[src/rtl/morse_tx_param.sv]
// Morse letter transmitter: plays an MSB-first lit/dark pattern of programmable length
// on morse_out, one bit per TICK_DIV clocks, then a dark inter-letter gap.
module morse_tx_param #(
    parameter int PATTERN_W = 16,
    parameter int LEN_W     = 5,
    parameter int TICK_DIV  = 25000000,
    parameter int GAP_TICKS = 3
) (
    input  logic                 clock,
    input  logic                 reset,
    input  logic                 start,
    input  logic [PATTERN_W-1:0] pattern,
    input  logic [LEN_W-1:0]     length,
    input  logic                 repeat_en,
    input  logic                 abort,
    output logic                 ready,
    output logic                 busy,
    output logic                 done,
    output logic                 morse_out,
    output logic [1:0]           state_dbg
);

    localparam int PRESC_W = $clog2(TICK_DIV);
    localparam int GAP_W   = $clog2(GAP_TICKS + 1);
    localparam logic [PRESC_W-1:0] RELOAD   = PRESC_W'(TICK_DIV - 1);
    localparam logic [GAP_W-1:0]   GAP_INIT = GAP_W'(GAP_TICKS);
    localparam logic [LEN_W-1:0]   MAX_LEN  = LEN_W'(PATTERN_W);

    typedef enum logic [1:0] {
        IDLE = 2'd0,
        SEND = 2'd1,
        GAP  = 2'd2,
        FIN  = 2'd3
    } state_t;

    state_t               state, state_n;
    logic [PRESC_W-1:0]   presc, presc_n;
    logic [PATTERN_W-1:0] shreg, shreg_n;
    logic [PATTERN_W-1:0] hold, hold_n;
    logic [LEN_W-1:0]     len, len_n;
    logic [LEN_W-1:0]     remaining, remaining_n;
    logic [GAP_W-1:0]     gap_cnt, gap_cnt_n;
    logic                 morse_q, morse_n;
    logic                 tick;
    logic [LEN_W-1:0]     len_clamped;

    assign tick        = (presc == '0);
    assign len_clamped = (length > MAX_LEN) ? MAX_LEN : length;

    always_ff @(posedge clock or negedge reset) begin
        if (!reset) begin
            state     <= IDLE;
            presc     <= '0;
            shreg     <= '0;
            hold      <= '0;
            len       <= '0;
            remaining <= '0;
            gap_cnt   <= '0;
            morse_q   <= 1'b0;
        end else begin
            state     <= state_n;
            presc     <= presc_n;
            shreg     <= shreg_n;
            hold      <= hold_n;
            len       <= len_n;
            remaining <= remaining_n;
            gap_cnt   <= gap_cnt_n;
            morse_q   <= morse_n;
        end
    end

    always_comb begin
        state_n     = state;
        presc_n     = presc;
        shreg_n     = shreg;
        hold_n      = hold;
        len_n       = len;
        remaining_n = remaining;
        gap_cnt_n   = gap_cnt;
        morse_n     = morse_q;

        case (state)
            IDLE: begin
                morse_n = 1'b0;
                if (start && !abort) begin
                    shreg_n     = pattern;
                    hold_n      = pattern;
                    len_n       = len_clamped;
                    remaining_n = len_clamped;
                    presc_n     = RELOAD;
                    if (len_clamped == '0) begin
                        state_n = FIN;
                    end else begin
                        state_n = SEND;
                        morse_n = pattern[PATTERN_W-1];
                    end
                end
            end
            SEND: begin
                if (tick) begin
                    presc_n     = RELOAD;
                    shreg_n     = shreg << 1;
                    remaining_n = remaining - LEN_W'(1);
                    if (remaining == LEN_W'(1)) begin
                        state_n   = GAP;
                        gap_cnt_n = GAP_INIT;
                        morse_n   = 1'b0;
                    end else begin
                        morse_n = shreg[PATTERN_W-2];
                    end
                end else begin
                    presc_n = presc - PRESC_W'(1);
                end
            end
            GAP: begin
                morse_n = 1'b0;
                if (tick) begin
                    presc_n   = RELOAD;
                    gap_cnt_n = gap_cnt - GAP_W'(1);
                    if (gap_cnt == GAP_W'(1)) begin
                        // repeat_en is only looked at here, at the close of the gap
                        if (repeat_en) begin
                            state_n     = SEND;
                            shreg_n     = hold;
                            remaining_n = len;
                            morse_n     = hold[PATTERN_W-1];
                        end else begin
                            state_n = FIN;
                        end
                    end
                end else begin
                    presc_n = presc - PRESC_W'(1);
                end
            end
            FIN: begin
                state_n = IDLE;
                presc_n = '0;
                morse_n = 1'b0;
            end
            default: begin
                state_n = IDLE;
                morse_n = 1'b0;
            end
        endcase

        if (abort && state != IDLE) begin
            state_n = IDLE;
            presc_n = '0;
            morse_n = 1'b0;
        end
    end

    assign ready     = (state == IDLE);
    assign busy      = ~ready;
    // an abort arriving in FIN cancels the completion pulse in the same cycle
    assign done      = (state == FIN) && !abort;
    assign morse_out = morse_q;
    assign state_dbg = state;

endmodule

[config.mk]
export PLATFORM = sky130hd
export DESIGN_NAME = morse_tx_param
export DESIGN_NICKNAME = d
export VERILOG_FILES = /design/src/rtl/morse_tx_param.sv
export SDC_FILE = /design/constraint.sdc
export NUM_CORES = 1
export LEC_CHECK = 0
export ABC_AREA = 0
export CORE_MARGIN = 10
export CORE_UTILIZATION = 45
export CTS_CLUSTER_SIZE = 20
export DETAILED_ROUTE_END_ITERATION = 8
export REMOVE_ABC_BUFFERS = 1
export SLEW_MARGIN = 20
export SYNTH_ARGS = -nofsm -noshare
export SYNTH_HDL_FRONTEND = slang
export SYNTH_SLANG_ARGS = --single-unit
export TNS_END_PERCENT = 5
[constraint.sdc]
create_clock -name clock -period 2.6 [get_ports clock]
set_input_delay 0.52 -clock clock [delete_from_list [all_inputs] [get_ports clock]]
set_output_delay 0.52 -clock clock [all_outputs]
set_load 0.01 [all_outputs]
==> metrics, run 1 <==
most frequent cells in the layout=o21ai_0 (74), dfrtp_1 (70), nand2_1 (33); Mapped Cells=417; Post-Syn Area=3890 um2; CP max-delay cell=clkdlybuf4s50_1; Chip Width=113 um; Post-synth EDFFs=0; Peak Freq=410 MHz; Switch Pwr=2260 uW; initial antenna violation count=0; worst path cell trace=inv_1, ha_1, inv_1, clkdlybuf4s50_1; TritonCTS Buffers=9; Leak Pwr=0.00184 uW; final hold violations=0; Ant. Diodes=0; largest net degree at the start of global routing=41; CP endpoint kind=output port; total grt overflow=0; P_int=3000 uW; number of setup buffers added after CTS=0; Final min period=2.44 ns; IO Pins=32; IO buf count=31; drt drc=0; DRT Wirelength=9840 um; htree depth=3; unrepaired setup endpoints after global routing=no; max-slew violation count=0; Chip Height=113 um; Tot Pwr=5270 uW; commonest non-fill, non-tap cell in the layout=o21ai_0; Clock Tree Buf Depth=2; DIE AREA=12800 um2; yosys warns=0; CP arrival=1.92 ns; setup violators final=0; outcome=completed; Main synth FF type=dfrtp_1; Core Region=8300 um2; total global-route track usage=15.3%; Gate power share=48.0%; Netlist cell types=53; Final ANT Viol Nets=0; Synth Register Bits=71; vias per cell=5.97; Final WS setup=0.158 ns; Sw Ratio=43.0%; most frequent CP cell=inv_1; final worst-path cycle share=93.9%; DR iter-0 viols=222; pre-CTS WS=0.128 ns; Pwr Density=1160 nW/um2; number of nets in the layout=485; crit start category=flop; async set-reset flop share out of synthesis=100%; clock root cell=clkbuf_8; Setup TNS Final=0 ns; clock slew at reported path FFs=0.09 ns; first-pass GRT wire length=16400 um; drt pass-1 iters=5; peak supply drop=440 uV; Max Cap Violations=0; share of layout cells above drive strength 1=14.5%; worst-path maximum fanout=10; Slew headroom=68.8%; global placement routability congestion=0.840; CP max stage delay=0.50 ns; CTS sink count=71; Hold Crit Class=input port to asynchronous set/reset pin; cts hold-fix bufs=0; HPWL Detailed=6680 um; worst-margin pin slew=0.468 ns; register area share after synthesis=45.7%; CP Class=flop to output port; Clk pwr share=15.0%; # rows=33; WL/cell=17.5 um; Initial Utilization=46.8%; Mapped Avg Cell Area=9.32 um2; Final Skew=0.0131 ns; DR vias=3347; vias in the first global route=3289; required time worst endpoint=2.08 ns; Reg power frac=37.0%; TritonCTS clock tree=done; Area Growth Syn to Fin=17.3%; Worst-Skew Late Latency=0.35 ns
-- cell families (layout without fill, tap and decap cells) --
logic type,count (synthesis),count (layout),share of synthesized area [%]
multiplexers,22,22,6.18
AND/OR/NAND/NOR,111,111,15.0
flip-flops,71,71,45.7
buffers and inverters,45,84,4.60
AO/OA/AOI/OAI,160,160,25.9
adder cells (fa/ha/maj),8,8,2.57
-- cell usage after synthesis, drive strengths merged (5+ instances only) --
| master | number | area share, % |
|---|---|---|
| o21ai | 76 | 9.8 |
| dfrtp | 71 | 46 |
| nand2 | 33 | 3.2 |
| clkbuf | 25 | 2.4 |
| a21oi | 23 | 3.0 |
| nor2 | 18 | 1.7 |
| inv | 17 | 1.6 |
| mux2 | 16 | 4.6 |
| nor3 | 16 | 2.1 |
| a31oi | 15 | 2.4 |
| a221o | 14 | 3.6 |
| ha | 8 | 2.6 |
| nand3 | 7 | 0.90 |
| mux2i | 6 | 1.5 |
| nor4 | 6 | 1.5 |
| o22a | 6 | 1.4 |
| nand2b | 5 | 0.80 |
| or2 | 5 | 0.80 |
-- state kept, by name (all words and copies together), names as in the netlist --
register and count:
gap_cnt 2, remaining 5, shreg 15, len 5, state_dbg 2, presc 25
morse_out 1, hold 16
-- worst max-delay path: cells and delay by family (launching register included) --
kind,cells,cell delay (ns)
fa+ha+maj,1,0.36
buf+inv,3,0.75
flops,1,0.47
-- per-stage QoR --
step           hold WS (ns)  cells  instance area [um2]  util (%)
2_1_floorplan         0.224    389                 3770         -
3_3_place_gp          0.465    545                 4380      52.8
3_5_place_dp          0.473    545                 4380      52.8
4_1_cts               0.103    561                 4560      54.9
5_1_grt               0.117    561                 4560      54.9
6_report              0.101    561                 4560      54.9
-- repair_timing --
item / CTS / global route
setup endpoints to repair: 0 / 3
endpoints found under the hold margin: 0 / 0
gates resized for setup: 0 / 2
-- worst paths after layout --
| path | depth (start not counted) | startpoint | slack (ns) | to |
|---|---|---|---|---|
| worst max-delay path | 4 | state_dbg[1] | 0.16 | busy |
| worst min-delay path | 1 | reset | 0.10 | len[1] |
| worst max register to register | 5 | presc[15] | 0.18 | remaining[0] |
| worst min register to register | 1 | presc[23] | 0.48 | presc[23] |
| max in group asynchronous | 2 | reset | 1.88 | state_dbg[1] |
| min in group clock | 1 | presc[23] | 0.48 | presc[23] |
-- power by group through the flow --
stage	Combinational (uW)	Sequential [uW]	Clock (uW)
CTS	2530	1940	811
global placement	2470	1950	0
finish	2530	1950	792
floorplan	1680	1860	0
global route	2850	2020	851
detailed placement	2520	1960	0
-- cell type report --
type                            instances  area, um2
Clock buffer                            9        124
Multi-Input combinational cell        301       1930
Tap cell                              105        131
Sequential cell                        71       1780
Timing Repair Buffer                   51        480
Fill cell                             749       3740
Clock inverter                          7       48.8
Inverter                               17       63.8
-- layer usage --
metal	global-route usage, %	vias to the layer above	wire, um
met5	0	-	0
met3	3.49	11	410
met4	4.48	0	85
met1	21.3	1648	4920
met2	22.9	65	4420
li1	-	1623	-
(Power assumes the default switching activity.)
==> run 2, diff against run 1 <==
--- a/config.mk
+++ b/config.mk
@@ -10,6 +10,7 @@
 export CORE_UTILIZATION = 45
 export CTS_CLUSTER_SIZE = 20
 export DETAILED_ROUTE_END_ITERATION = 8
+export HOLD_SLACK_MARGIN = 0.02
 export REMOVE_ABC_BUFFERS = 1
 export SLEW_MARGIN = 20
 export SYNTH_ARGS = -nofsm -noshare
==> results of run 2 <==
Same layout as run 1: the final DEF is identical, and so are final timing and power.
==> run 3, diff against run 2 <==
--- a/config.mk
+++ b/config.mk
@@ -12,7 +12,6 @@
 export DETAILED_ROUTE_END_ITERATION = 8
 export HOLD_SLACK_MARGIN = 0.02
 export REMOVE_ABC_BUFFERS = 1
-export SLEW_MARGIN = 20
 export SYNTH_ARGS = -nofsm -noshare
 export SYNTH_HDL_FRONTEND = slang
 export SYNTH_SLANG_ARGS = --single-unit
==> results of run 3 <==
Same layout as run 1: the final DEF is identical, and so are final timing and power.
